===== config.mk =====
export PLATFORM = sky130hd
export DESIGN_NAME = sparse_dense_mult_engine
export DESIGN_NICKNAME = d
export VERILOG_FILES = /design/src/rtl/sparse_dense_mult_engine.sv
export SDC_FILE = /design/constraint.sdc
export NUM_CORES = 1
export LEC_CHECK = 0
export ABC_CLOCK_PERIOD_IN_PS = 4950
export CORE_AREA = 10 10 163 165
export CTS_BUF_LIST = sky130_fd_sc_hd__clkbuf_8
export DETAILED_ROUTE_END_ITERATION = 16
export DIE_AREA = 0 0 173 175
export DONT_BUFFER_PORTS = 1
export GPL_TIMING_DRIVEN = 0
export MAX_ROUTING_LAYER = met4
export PLACE_DENSITY = 0.54
export SKIP_LAST_GASP = 1
export SLEW_MARGIN = 20
export SYNTH_ARGS = -nofsm -noshare
export SYNTH_HDL_FRONTEND = slang
export SYNTH_SLANG_ARGS = --single-unit

===== constraint.sdc =====
create_clock -name clk -period 4.95 [get_ports clk]
set_input_delay 0.99 -clock clk [delete_from_list [all_inputs] [get_ports clk]]
set_output_delay 0.99 -clock clk [all_outputs]
set_load 0.005 [all_outputs]

===== src/rtl/sparse_dense_mult_engine.sv =====
// sparse_dense_mult_engine: un-reduced GF(2) sparse x dense product streamed into the result RAM.
// Define DUMMY_INSERT_EN for constant-time operation (MAX_WEIGHT iterations, extra ones are dummies).
module sparse_dense_mult_engine #(
  parameter int N          = 17669,
  parameter int WEIGHT     = 66,
  parameter int MAX_WEIGHT = 75,
  parameter int RAMWIDTH   = 32,
  parameter int NW         = (N + RAMWIDTH - 1) / RAMWIDTH,
  parameter int RES_WORDS  = 2 * NW,
  parameter int LOGW       = 16
) (
  input  logic                                            clk,
  input  logic                                            rst_n,
  input  logic                                            start_i,
  output logic                                            busy_o,
  output logic                                            done_o,
  output logic                                            err_o,
  output logic [(MAX_WEIGHT > 1 ? $clog2(MAX_WEIGHT) : 1)-1:0] pos_addr_o,
  input  logic [LOGW-1:0]                                 pos_data_i,
  output logic [(NW > 1 ? $clog2(NW) : 1)-1:0]            dense_addr_o,
  input  logic [RAMWIDTH-1:0]                             dense_data_i,
  output logic [$clog2(RES_WORDS)-1:0]                    res_rd_addr_o,
  input  logic [RAMWIDTH-1:0]                             res_rd_data_i,
  output logic [$clog2(RES_WORDS)-1:0]                    res_wr_addr_o,
  output logic [RAMWIDTH-1:0]                             res_wr_data_o,
  output logic                                            res_wr_en_o
);
  localparam int PAW = MAX_WEIGHT > 1 ? $clog2(MAX_WEIGHT) : 1;
  localparam int DAW = NW > 1 ? $clog2(NW) : 1;
  localparam int AW  = $clog2(RES_WORDS);
  localparam int IW  = $clog2(MAX_WEIGHT + 1);
  localparam int SW  = $clog2(RAMWIDTH);
`ifdef DUMMY_INSERT_EN
  localparam int ITERS = MAX_WEIGHT;
`else
  localparam int ITERS = WEIGHT;
`endif
  localparam int REM = N % RAMWIDTH;
  localparam logic [RAMWIDTH-1:0] TAIL_MASK = REM == 0 ? {RAMWIDTH{1'b1}} : RAMWIDTH'((64'd1 << REM) - 64'd1);
  localparam logic [AW-1:0] CLR_END = AW'(RES_WORDS - 1);
  localparam logic [AW-1:0] K_END   = AW'(NW);
  localparam logic [IW-1:0] IT_END  = IW'(ITERS - 1);

  typedef enum logic [2:0] {IDLE, CLEAR, FETCH0, FETCH1, STREAM, LAST, DONE} state_t;
  state_t state, state_n;
  logic [AW-1:0]         cnt, wb_q;
  logic [SW-1:0]         s_q;
  logic [IW-1:0]         iter;
  logic                  dummy_q, err_q, pos_bad, dummy_n, wr_acc;
  logic [PAW-1:0]        idx;
  logic [RAMWIDTH-1:0]   dprev_q, d_cur;
  logic [2*RAMWIDTH-1:0] win;

  assign pos_bad = pos_data_i >= LOGW'(N);
`ifdef DUMMY_INSERT_EN
  localparam logic [IW-1:0] WT = IW'(WEIGHT);
  assign idx     = PAW'(iter >= WT ? iter - WT : iter);
  assign dummy_n = pos_bad || iter >= WT;
`else
  assign idx     = PAW'(iter);
  assign dummy_n = pos_bad;
`endif
  assign err_o = err_q;

  always_ff @(posedge clk or negedge rst_n)
    if (!rst_n) state <= IDLE;
    else        state <= state_n;

  always_comb begin
    state_n = state;
    case (state)
      IDLE:    state_n = start_i ? CLEAR : IDLE;
      CLEAR:   state_n = cnt == CLR_END ? FETCH0 : CLEAR;
      FETCH0:  state_n = FETCH1;
      FETCH1:  state_n = STREAM;
      STREAM:  state_n = cnt == K_END ? LAST : STREAM;
      LAST:    state_n = iter == IT_END ? DONE : FETCH0;
      default: state_n = IDLE;
    endcase
  end

  // invalid positions become shift-0 dummies so addresses stay in range
  always_ff @(posedge clk or negedge rst_n)
    if (!rst_n) begin
      cnt     <= '0;
      wb_q    <= '0;
      s_q     <= '0;
      iter    <= '0;
      dummy_q <= 1'b0;
      err_q   <= 1'b0;
      dprev_q <= '0;
    end else
      case (state)
        IDLE: if (start_i) begin
          err_q <= 1'b0;
          iter  <= '0;
          cnt   <= '0;
        end
        CLEAR:  cnt <= cnt + 1'b1;
        FETCH0: dprev_q <= '0;
        FETCH1: begin
          wb_q    <= AW'(pos_bad ? '0 : pos_data_i >> SW);
          s_q     <= pos_bad ? '0 : pos_data_i[SW-1:0];
          dummy_q <= dummy_n;
          err_q   <= err_q | pos_bad;
          cnt     <= '0;
        end
        STREAM: begin
          cnt <= cnt + 1'b1;
          if (cnt != '0) dprev_q <= d_cur;
        end
        LAST:    iter <= iter + 1'b1;
        default: ;
      endcase

  // cnt is one ahead of the word being written: the write retires issue cnt-1
  always_comb begin
    wr_acc        = state == LAST || (state == STREAM && cnt != '0);
    d_cur         = state == LAST ? '0 : cnt == K_END ? dense_data_i & TAIL_MASK : dense_data_i;
    win           = {d_cur, dprev_q} << s_q;
    busy_o        = state != IDLE && state != DONE;
    done_o        = state == DONE;
    pos_addr_o    = state == FETCH0 ? idx : '0;
    dense_addr_o  = state == STREAM && cnt != K_END ? DAW'(cnt) : '0;
    res_rd_addr_o = state == STREAM ? AW'(wb_q + cnt) : '0;
    res_wr_en_o   = state == CLEAR || wr_acc;
    res_wr_addr_o = state == CLEAR ? cnt : wr_acc ? AW'(wb_q + cnt - 1'b1) : '0;
    res_wr_data_o = wr_acc ? res_rd_data_i ^ (dummy_q ? '0 : win[2*RAMWIDTH-1:RAMWIDTH]) : '0;
  end
endmodule


==> impl_metrics.env <==
export IMPL_max_clock_freq_ghz=0.2075
export IMPL_grt_use_total_pct=22.30
export IMPL_place_area_sq_um=8443
export IMPL_crit_arrival_ps=3830
export IMPL_area_delta_synth_final_pct=7.747
export IMPL_internal_power_mw=0.8919
export IMPL_final_nets=1124
export IMPL_swShare_pct=25.32
export IMPL_design_area_sq_um=8666
export IMPL_rows=56
export IMPL_numCtsBuffers=9
export IMPL_whs_ps=294.1
export IMPL_power_density_nw_per_um2=137.8
export IMPL_synth_simple_area_share_pct=23.68
export IMPL_insertion_delay_ps=390
export IMPL_fin_crit_sh_pct=97.38
export IMPL_multi_input_area_sq_um=5874
export IMPL_tightest_slew_ps=1015
export IMPL_synth_main_ff_cell="dfrtp_1"
export IMPL_path_max_fanout=10
export IMPL_clkPwrFrac_pct=45.5
export IMPL_dieArea_sq_um=30280
export IMPL_syn_area_per_cell_sq_um=7.940
export IMPL_seqPwrFrac_pct=47.9
export IMPL_grt_first_pass_wirelength_mm=50.86
export IMPL_cp_start_kind="register"
export IMPL_cp_slowest_cell="mux4_2"
export IMPL_via_count=8160
export IMPL_maxSlewViolCount=0
export IMPL_root_buffer="clkbuf_8"
export IMPL_cts_setup_buffers=0
export IMPL_die_w_microns=173
export IMPL_die_h_microns=175
export IMPL_synth_nets=1113
export IMPL_num_antenna_cells=0
export IMPL_cts_tree="built"
export IMPL_synth_adder_area_share_pct=2.738
export IMPL_min_period_ps=4820
export IMPL_core_sq_um=23260
export IMPL_ys_ff_latch=70
export IMPL_final_util_pct=37.25
export IMPL_synth_seq_area_share_pct=21.78
export IMPL_synth_mux_area_share_pct=22.06
export IMPL_outcome="complete, no violations"
export IMPL_cpMostUsedCell="buf_2"
export IMPL_synth_compound_area_share_pct=20.19
export IMPL_grt_pass1_vias=7782
export IMPL_layout_drive_gt1_share_pct=11.47
export IMPL_portBuffers=0
export IMPL_worst_setup_path_type="register to output pin"
export IMPL_dp_hpwl_mm=27.64
export IMPL_grt_remaining_overflow=0
export IMPL_wire_per_inst_microns=25.43
export IMPL_cts_clk_slew_worst_paths_ps=100
export IMPL_drc=0
export IMPL_crit_required_ps=3960
export IMPL_relSlewSlack_pct=32.14
export IMPL_synth_xor_area_share_pct=4.356
export IMPL_synth_area_sq_um=8043
export IMPL_setup_viol=0
export IMPL_seqCellArea_sq_um=1752
export IMPL_wirelength_mm=34.28
export IMPL_crit_chain="buf_4 > buf_2 > buf_2 > mux4_2 > mux2i_1 > nor3_1 > a21o_1 > a211oi_1 > xor2_1 > nor2_1"
export IMPL_gp_congestion=1.011
export IMPL_drt_pass1_iter_count=5
export IMPL_cpPeakStageDelay_ps=620
export IMPL_grt_antenna_before_repair=0
export IMPL_switching_power_mw=0.3024
export IMPL_initial_core_util_pct=34.57
export IMPL_detail_route_antenna_nets=0
export IMPL_power_total_mw=1.194
export IMPL_leakage_nw=3.476
export IMPL_hold_violations=0
export IMPL_syn_inst=1013
export IMPL_endpoint_kind="output pin"
export IMPL_synth_top_family_by_area="simple AND/OR/NAND/NOR gates"
export IMPL_htreeDepth=3
export IMPL_vias_per_cell=6.053
export IMPL_cts_hold_buf=0
export IMPL_synth_edff_count=0
export IMPL_drt_initial_drc_count=813
export IMPL_cts_sinks=70
export IMPL_cts_buffer_depth=2
export IMPL_synth_warnings=0
export IMPL_hold_class="input port to asynchronous set/reset pin"
export IMPL_async_flop_share_pct=100.0
export IMPL_layout_common_cells="nand2_1, nor2_1, o21ai_0, dfrtp_1, mux4_2"
export IMPL_fillers=2485
export IMPL_grt_max_degree=71
export IMPL_vdd_drop_max_mv=0.1643
export IMPL_ys_types=73
export IMPL_cap_violations=0
export IMPL_final_common_cell="nand2_1"
export IMPL_fin_setup_tns_ps=0
export IMPL_skew_ps=26.86
export IMPL_pin_count=158
export IMPL_rsz0062_at_grt="no"
export IMPL_pwr_share_comb_pct=6.6
## critical path, delay by kind of cell, from the launching register on
family,cells,cell delay [ps]
simple gates,2,260
flops,1,460
buf+inv,3,1030
xor+xnor,1,120
mux,2,910
compound gates,2,650
## metrics by stage
| step | setup WS [ps] | cells |
|---|---|---|
| 2_1_floorplan | 1093 | 1013 |
| 3_3_place_gp | 511.2 | 1332 |
| 3_5_place_dp | 588.7 | 1332 |
| 4_1_cts | 132.7 | 1348 |
| 5_1_grt | 64.07 | 1348 |
| 6_report | 129.6 | 1348 |
## registers in the layout (all words and copies together), names as in the netlist
register	flops
dprev_q	31
cnt	11
wb_q	11
idx	7
s_q	5
state	3
dummy_q	1
err_o	1
## repair_timing
action / 4_1_cts / 5_1_grt
endpoints found under the setup margin: 0 / 1
resized for setup: 0 / 1
endpoints found under the hold margin: 0 / 0
## Yosys cell counts (all sizes together), types with 3 or more instances
cell	count	area share [%]
a21boi	3	0.28
nor3	32	2.1
a22oi	7	0.65
o21ai	99	6.2
nor2b	9	0.70
a221oi	5	0.62
a2111oi	4	0.59
nand2b	3	0.23
dfrtp	70	22
a21o	7	0.65
nor4	5	0.39
o221ai	7	0.76
a31oi	5	0.39
ha	16	2.5
nand4	14	1.1
a21oi	47	2.9
nand3	24	1.5
xor2	17	1.9
and2	25	1.9
mux2i	40	5.0
or3	6	0.53
a211o	7	0.76
or2	7	0.54
inv	22	1.0
a32oi	3	0.33
nand3b	3	0.28
mux2	16	2.2
nand2	182	8.5
nor2	102	4.8
a211oi	8	0.75
clkbuf	48	2.2
o211ai	14	1.3
xnor2	23	2.5
buf	25	1.8
mux4	53	15
o22ai	11	0.86
and3	5	0.39
o21a	9	0.84
## layout make-up
class | instances | share of cell area, %
plain buffers | 73 | 3.797
well taps | 319 | 4.606
clock inverters | 7 | 1.126
flip-flops and latches | 70 | 20.21
multi-input cells | 846 | 67.79
inverters | 24 | 1.040
clock buffers | 9 | 1.429
## path summary, 6_finish.rpt
check	startpoint	endpoint	slack, ps	depth (start not counted)
min in group clk	dprev_q[1]	dprev_q[1]	490	2
max in group asynchronous	rst_n	s_q[4]	4520	0
setup / recovery	s_q[0]	res_wr_data_o[26]	130	10
hold reg to reg	dprev_q[1]	dprev_q[1]	490	2
setup reg to reg	cnt[4]	dprev_q[7]	1950	7
hold / removal	rst_n	wb_q[10]	290	0
## routing by layer
layer  vias to the layer above  part of all wire (%)  global-route usage (%)
li1                       3727                     -                       -
met1                      3978                    43                   28.40
met2                       400                    45                   33.09
met3                        55                   9.3                   6.424
met4                         0                   3.1                   8.049
met5                         -                     0                       -
## cell families after synthesis
logic type / after synthesis
and+or+nand+nor: 424
AOI/OAI and AO/OA: 256
muxes: 109
buffers and inverters: 97
DFF: 70
xor gates and xnor gates: 40
adders and majority gates: 17
## power by group through the flow
stage               registers [mW]  clock network (mW)  logic, mW
CTS                          0.572               0.556     0.0759
detailed placement           0.584                   0     0.0757
floorplan                    0.584                   0     0.0535
global route                 0.572               0.582     0.0833
finish                       0.572               0.543     0.0786
global placement             0.584                   0     0.0765
Note: power is estimated with default switching activity, not from simulation.
